## src/rtl/alu2_seq.sv

```systemverilog
// alu2_seq: runs one WIDTH-bit ALU operation through an external 2-bit alu2 slice,
// streaming operand bit pairs LSB first and assembling the result word beat by beat.
module alu2_seq #(
    parameter int unsigned WIDTH = 16
) (
    input  logic             rx_clk,
    input  logic             rx_rst_n,
    input  logic             rx_valid,
    output logic             tx_ready,
    input  logic [5:0]       rx_op,
    input  logic             rx_carryflag,
    input  logic [WIDTH-1:0] rx_operand0,
    input  logic [WIDTH-1:0] rx_operand1,
    output logic             tx_valid,
    input  logic             rx_ready,
    output logic [WIDTH-1:0] tx_result,
    output logic             tx_carryflag,
    output logic             tx_zeroflag,
    output logic             tx_signflag,
    output logic             tx_error,
    output logic [5:0]       tx_slice_op,
    output logic             tx_slice_carryflag,
    output logic [1:0]       tx_slice_operand0,
    output logic [1:0]       tx_slice_operand1,
    input  logic [1:0]       rx_slice_result,
    input  logic             rx_slice_carryflag
);

    localparam int unsigned BEATS = WIDTH / 2;
    localparam int unsigned KW    = (BEATS > 1) ? $clog2(BEATS) : 1;

    typedef enum logic [1:0] {StIdle, StRun, StDone} state_e;

    state_e             state_q, state_d;
    logic [5:0]         op_q, op_d;
    logic [WIDTH-1:0]   a_q, a_d, b_q, b_d;
    logic [WIDTH-1:0]   res_q, res_d;
    logic               carry_q, carry_d;
    logic               err_q, err_d;
    logic [KW-1:0]      k_q, k_d;
    logic               op_onehot;

    assign op_onehot = (rx_op != 6'd0) && ((rx_op & (rx_op - 6'd1)) == 6'd0);

    // Next-state: accept a request, run one beat per cycle, hold the result until taken.
    // carry_q doubles as carry-in register: loaded with the request carry, then chained.
    always_comb begin
        state_d = state_q;
        op_d    = op_q;
        a_d     = a_q;
        b_d     = b_q;
        res_d   = res_q;
        carry_d = carry_q;
        err_d   = err_q;
        k_d     = k_q;
        unique case (state_q)
            StIdle: begin
                if (rx_valid) begin
                    op_d    = rx_op;
                    a_d     = rx_operand0;
                    b_d     = rx_operand1;
                    res_d   = '0;
                    k_d     = '0;
                    err_d   = ~op_onehot;
                    carry_d = op_onehot ? rx_carryflag : 1'b0;
                    state_d = op_onehot ? StRun : StDone;
                end
            end
            StRun: begin
                for (int unsigned i = 0; i < BEATS; i++) begin
                    if (k_q == KW'(i)) res_d[2*i +: 2] = rx_slice_result;
                end
                carry_d = rx_slice_carryflag;
                if (k_q == KW'(BEATS - 1)) begin
                    state_d = StDone;
                end else begin
                    k_d = k_q + KW'(1);
                end
            end
            StDone: begin
                if (rx_ready) state_d = StIdle;
            end
            default: state_d = StIdle;
        endcase
    end

    // State and datapath registers.
    always_ff @(posedge rx_clk or negedge rx_rst_n) begin
        if (!rx_rst_n) begin
            state_q <= StIdle;
            op_q    <= '0;
            a_q     <= '0;
            b_q     <= '0;
            res_q   <= '0;
            carry_q <= 1'b0;
            err_q   <= 1'b0;
            k_q     <= '0;
        end else begin
            state_q <= state_d;
            op_q    <= op_d;
            a_q     <= a_d;
            b_q     <= b_d;
            res_q   <= res_d;
            carry_q <= carry_d;
            err_q   <= err_d;
            k_q     <= k_d;
        end
    end

    // Slice drive: only active during RUN, otherwise held at zero.
    always_comb begin
        tx_slice_op        = 6'd0;
        tx_slice_carryflag = 1'b0;
        tx_slice_operand0  = 2'd0;
        tx_slice_operand1  = 2'd0;
        if (state_q == StRun) begin
            tx_slice_op        = op_q;
            tx_slice_carryflag = carry_q;
            for (int unsigned i = 0; i < BEATS; i++) begin
                if (k_q == KW'(i)) begin
                    tx_slice_operand0 = a_q[2*i +: 2];
                    tx_slice_operand1 = b_q[2*i +: 2];
                end
            end
        end
    end

    // Consumer-facing outputs come straight from registered state.
    always_comb begin
        tx_ready     = (state_q == StIdle);
        tx_valid     = (state_q == StDone);
        tx_result    = res_q;
        tx_carryflag = carry_q;
        tx_error     = err_q;
        tx_zeroflag  = ~|res_q;
        tx_signflag  = res_q[WIDTH-1];
    end

endmodule

```

## config.mk

```make
export PLATFORM = sky130hd
export DESIGN_NAME = alu2_seq
export DESIGN_NICKNAME = d
export VERILOG_FILES = /design/src/rtl/alu2_seq.sv
export SDC_FILE = /design/constraint.sdc
export NUM_CORES = 1
export LEC_CHECK = 0
export CAP_MARGIN = 0
export CORE_MARGIN = 2
export CORE_UTILIZATION = 52
export DETAILED_ROUTE_END_ITERATION = 8
export PLACE_DENSITY = 0.91
export RECOVER_POWER = 50
export SLEW_MARGIN = 20
export SYNTH_ARGS = -nofsm -noshare
export SYNTH_HDL_FRONTEND = slang
export SYNTH_SLANG_ARGS = --single-unit
```

## constraint.sdc

```tcl
create_clock -name rx_clk -period 4.68 [get_ports rx_clk]
set_input_delay 0.468 -clock rx_clk [delete_from_list [all_inputs] [get_ports rx_clk]]
set_output_delay 0.468 -clock rx_clk [all_outputs]
set_load 0.01 [all_outputs]
```

==> flow_summary.ini <==
[status]
status = complete, but fails checks
failed_checks = capacitance limit, slew limit

[clock_network]
cts_tree = done
clock_sinks = 61
numCtsBuffers = 9
h-tree-depth = 3
clkLatencyLatePin_ns = 0.32
ctsRootBufferMaster = clkbuf_8
postCtsSetupRepairBufs = 0
clkTransAtPathRegs_ns = 0.06
cts_buffer_depth = 2
cts_hold_buf = 0
ctsResizeCount = 0

[min_path]
holdPathEnd = op_q[4]
hold_path_class = flip-flop to flip-flop
min_path_cells = 2
hp-start = op_q[4]

[placement]
pre_cts_slack_ns = 1.79
dpl.hpwl_mm = 5.15
routabilityCongestion = 0.856
port_buffers = 78
dpl-instance-area_um2 = 3750

[cells_and_area]
fin_area_um2 = 3910
area_growth_pct = 32.6
drive_gt1_share_pct = 4.33
fin_nets = 464
fill_cells = 411
antenna_cells = 0

[timing]
rsz0062_at_grt = no
finalHoldViolations = 0
post-route-period-util_pct = 71.0
setup_tns_ns = 0
report.final.setup_viol = 0
timing.final.ws_setup_ns = 1.36
final.min_clock_period_ns = 3.32
skew_ns = 0.00511
drv_slew = 113
fmax_ghz = 0.301
relSlewSlack_pct = -109
tightest_slew_ns = 3.14

[setup_path]
reg2reg_slack_ns = 2.06
cp_max_fo = 14
critPathKind = flip-flop to output pin
worstReg2RegEnd = tx_carryflag
required_ns = 4.21
crit_path_end_kind = output pin
start_kind = flip-flop
reg2reg_depth = 5
timing.rr.start = state_q[1]
arrival_ns = 2.85

[die]
start_util_pct = 53.8
coreArea_um2 = 5470
dieHeight_um = 79.3
placementRows = 27
die_area_um2 = 6280
io_pins = 79
die_w_um = 79.3

[yosys]
synth_seq_area_share_pct = 51.8
synth_cell_type_count = 36
syn_nets = 391
yosysWarnings = 0
avgSynthCellArea_um2 = 8.69
syn_inst = 339
syn_area_um2 = 2950
ys_ff_latch = 61

[global_route]
grt_start_max_net_pins = 62
grt_pass1_vias = 2581
antenna_found_initial = 0
grt-ovfl-total = 0
grt_pass1_wl_mm = 11.9
track_usage_pct = 24.2

[route]
drtPass1Iterations = 4
via_per_inst = 5.45
vias = 2661
drc = 0
finalWirelength_mm = 7.03
initialDrtViolationCount = 171
wl_per_cell_um = 14.4
ant_nets = 0

[pwr]
powerDensity_nw_per_um2 = 411
peakVddDrop_mv = 0.286
leakagePower_nw = 1.84

[run]
drv_cap = 2
==> Yosys cell counts <==
cell	number	area [um^2]
dfrtp_1	61	1530
a32o_1	6	60.1
nor4_1	4	25.0
a31oi_1	4	25.0
clkbuf_1	11	41.3
and2_1	8	50.1
nand2_1	138	518
or3b_1	1	8.76
o21ai_1	3	15.0
ha_1	6	75.1
buf_6	1	11.3
o32ai_1	4	35.0
inv_1	5	18.8
buf_2	6	30.0
and4_1	1	8.76
a21o_1	1	7.51
or3_4	1	11.3
a22oi_1	1	7.51
nor3_1	1	5.00
and3_1	6	37.5
xor2_1	1	8.76
a2bb2oi_1	4	35.0
nor3b_2	2	25.0
nor2b_1	4	25.0
a22o_1	5	43.8
nand2b_1	6	37.5
nor2_1	11	41.3
o31ai_1	1	7.51
buf_4	1	7.51
nor3b_1	4	30.0
o2111a_1	1	11.3
o211a_1	1	10.0
o21ai_0	15	75.1
nand3b_1	1	7.51
buf_1	1	3.75
a21oi_1	12	60.1
==> worst max-delay path, cell delays in order (launching register included) <==
cell	delay (ns)
dfrtp_1	0.43
ha_1	0.26
ha_1	0.37
nor3b_2	0.33
nand2_1	0.16
o32ai_1	0.38
clkdlybuf4s50_1	0.61
==> state kept, by name, summed over array words and instances, names as in the netlist <==
signal / flops
op_q: 6
tx_error: 1
state_q: 2
k_q: 3
tx_result: 16
tx_carryflag: 1
b_q: 16
a_q: 16
==> worst max-delay path by stage <==
stage	from	to	slack [ns]	depth (start not counted)
finish	k_q[0]	tx_slice_operand1[1]	1.36	6
global route	rx_rst_n	b_q[10]	0.90	2
CTS	k_q[0]	tx_slice_operand1[0]	1.41	6
detailed placement	k_q[0]	tx_slice_operand1[0]	1.79	6
global placement	k_q[0]	tx_slice_operand1[1]	1.85	6
floorplan	k_q[0]	tx_slice_operand0[0]	2.57	6
==> layer usage <==
metal | GRT usage (%) | wire (um)
met1 | 32.1 | 3000
met2 | 40.2 | 3510
met3 | 3.98 | 400
met4 | 8.79 | 117
met5 | 0 | 0
==> cells in the final DEF, fill, tap and decap left out, drive strengths merged <==
cell / count
a32o: 6
or3: 1
nand2b: 6
o31ai: 1
nor2: 11
inv: 5
o21ai: 18
nor3b: 6
clkinv: 2
o211a: 1
a22oi: 1
and2: 8
nor2b: 4
o32ai: 4
nand3b: 1
a2bb2oi: 4
and4: 1
a22o: 5
and3: 6
nand2: 138
o2111a: 1
ha: 6
dfrtp: 61
a21o: 1
clkbuf: 15
a21oi: 12
a31oi: 4
or3b: 1
nor4: 4
xor2: 1
clkdlybuf4s50: 73
nor3: 1
buf: 3
dlygate4sd3: 4
==> layout make-up <==
| cell class | count | area [um^2] | share of cell area [%] |
|---|---|---|---|
| clock buffers | 13 | 149 | 3.81 |
| well taps | 72 | 90.1 | 2.31 |
| multi-input cells | 253 | 1310 | 33.6 |
| clock inverters | 2 | 10.0 | 0.256 |
| repair buffers | 82 | 798 | 20.4 |
| inverters | 5 | 18.8 | 0.480 |
| flip-flops and latches | 61 | 1530 | 39.1 |
==> logic make-up (layout without fill, tap and decap cells) <==
kind of cell               count (synthesis)  count (layout)  synth area share [%]
and+or+nand+nor                          188             188                  28.2
AOI/OAI and AO/OA                         58              58                  13.3
xor gates and xnor gates                   1               1                 0.297
DFF                                       61              61                  51.8
buffers and inverters                     25             102                  3.82
adders and majority gates                  6               6                  2.55
==> per-stage QoR <==
stage               hold WS, ns  total power, W  std cells  utilization, %
finish                    0.467         0.00160        488            71.4
detailed placement        0.454         0.00123        473            68.6
CTS                       0.319         0.00162        488            71.5
global placement          0.451         0.00120        473            68.6
floorplan                 0.172         0.00103        339               -
global route              0.504         0.00171        488            71.4
==> report_power, final <==
| part | internal, W | switching [W] | leakage, nW |
|---|---|---|---|
| sequential | 0.000672 | 0.000102 | 0.784 |
| combinational | 0.000204 | 0.000238 | 0.972 |
| clock | 0.000203 | 0.000186 | 0.0833 |
| total | 0.00108 | 0.000526 | 1.84 |
(Power assumes the default switching activity.)
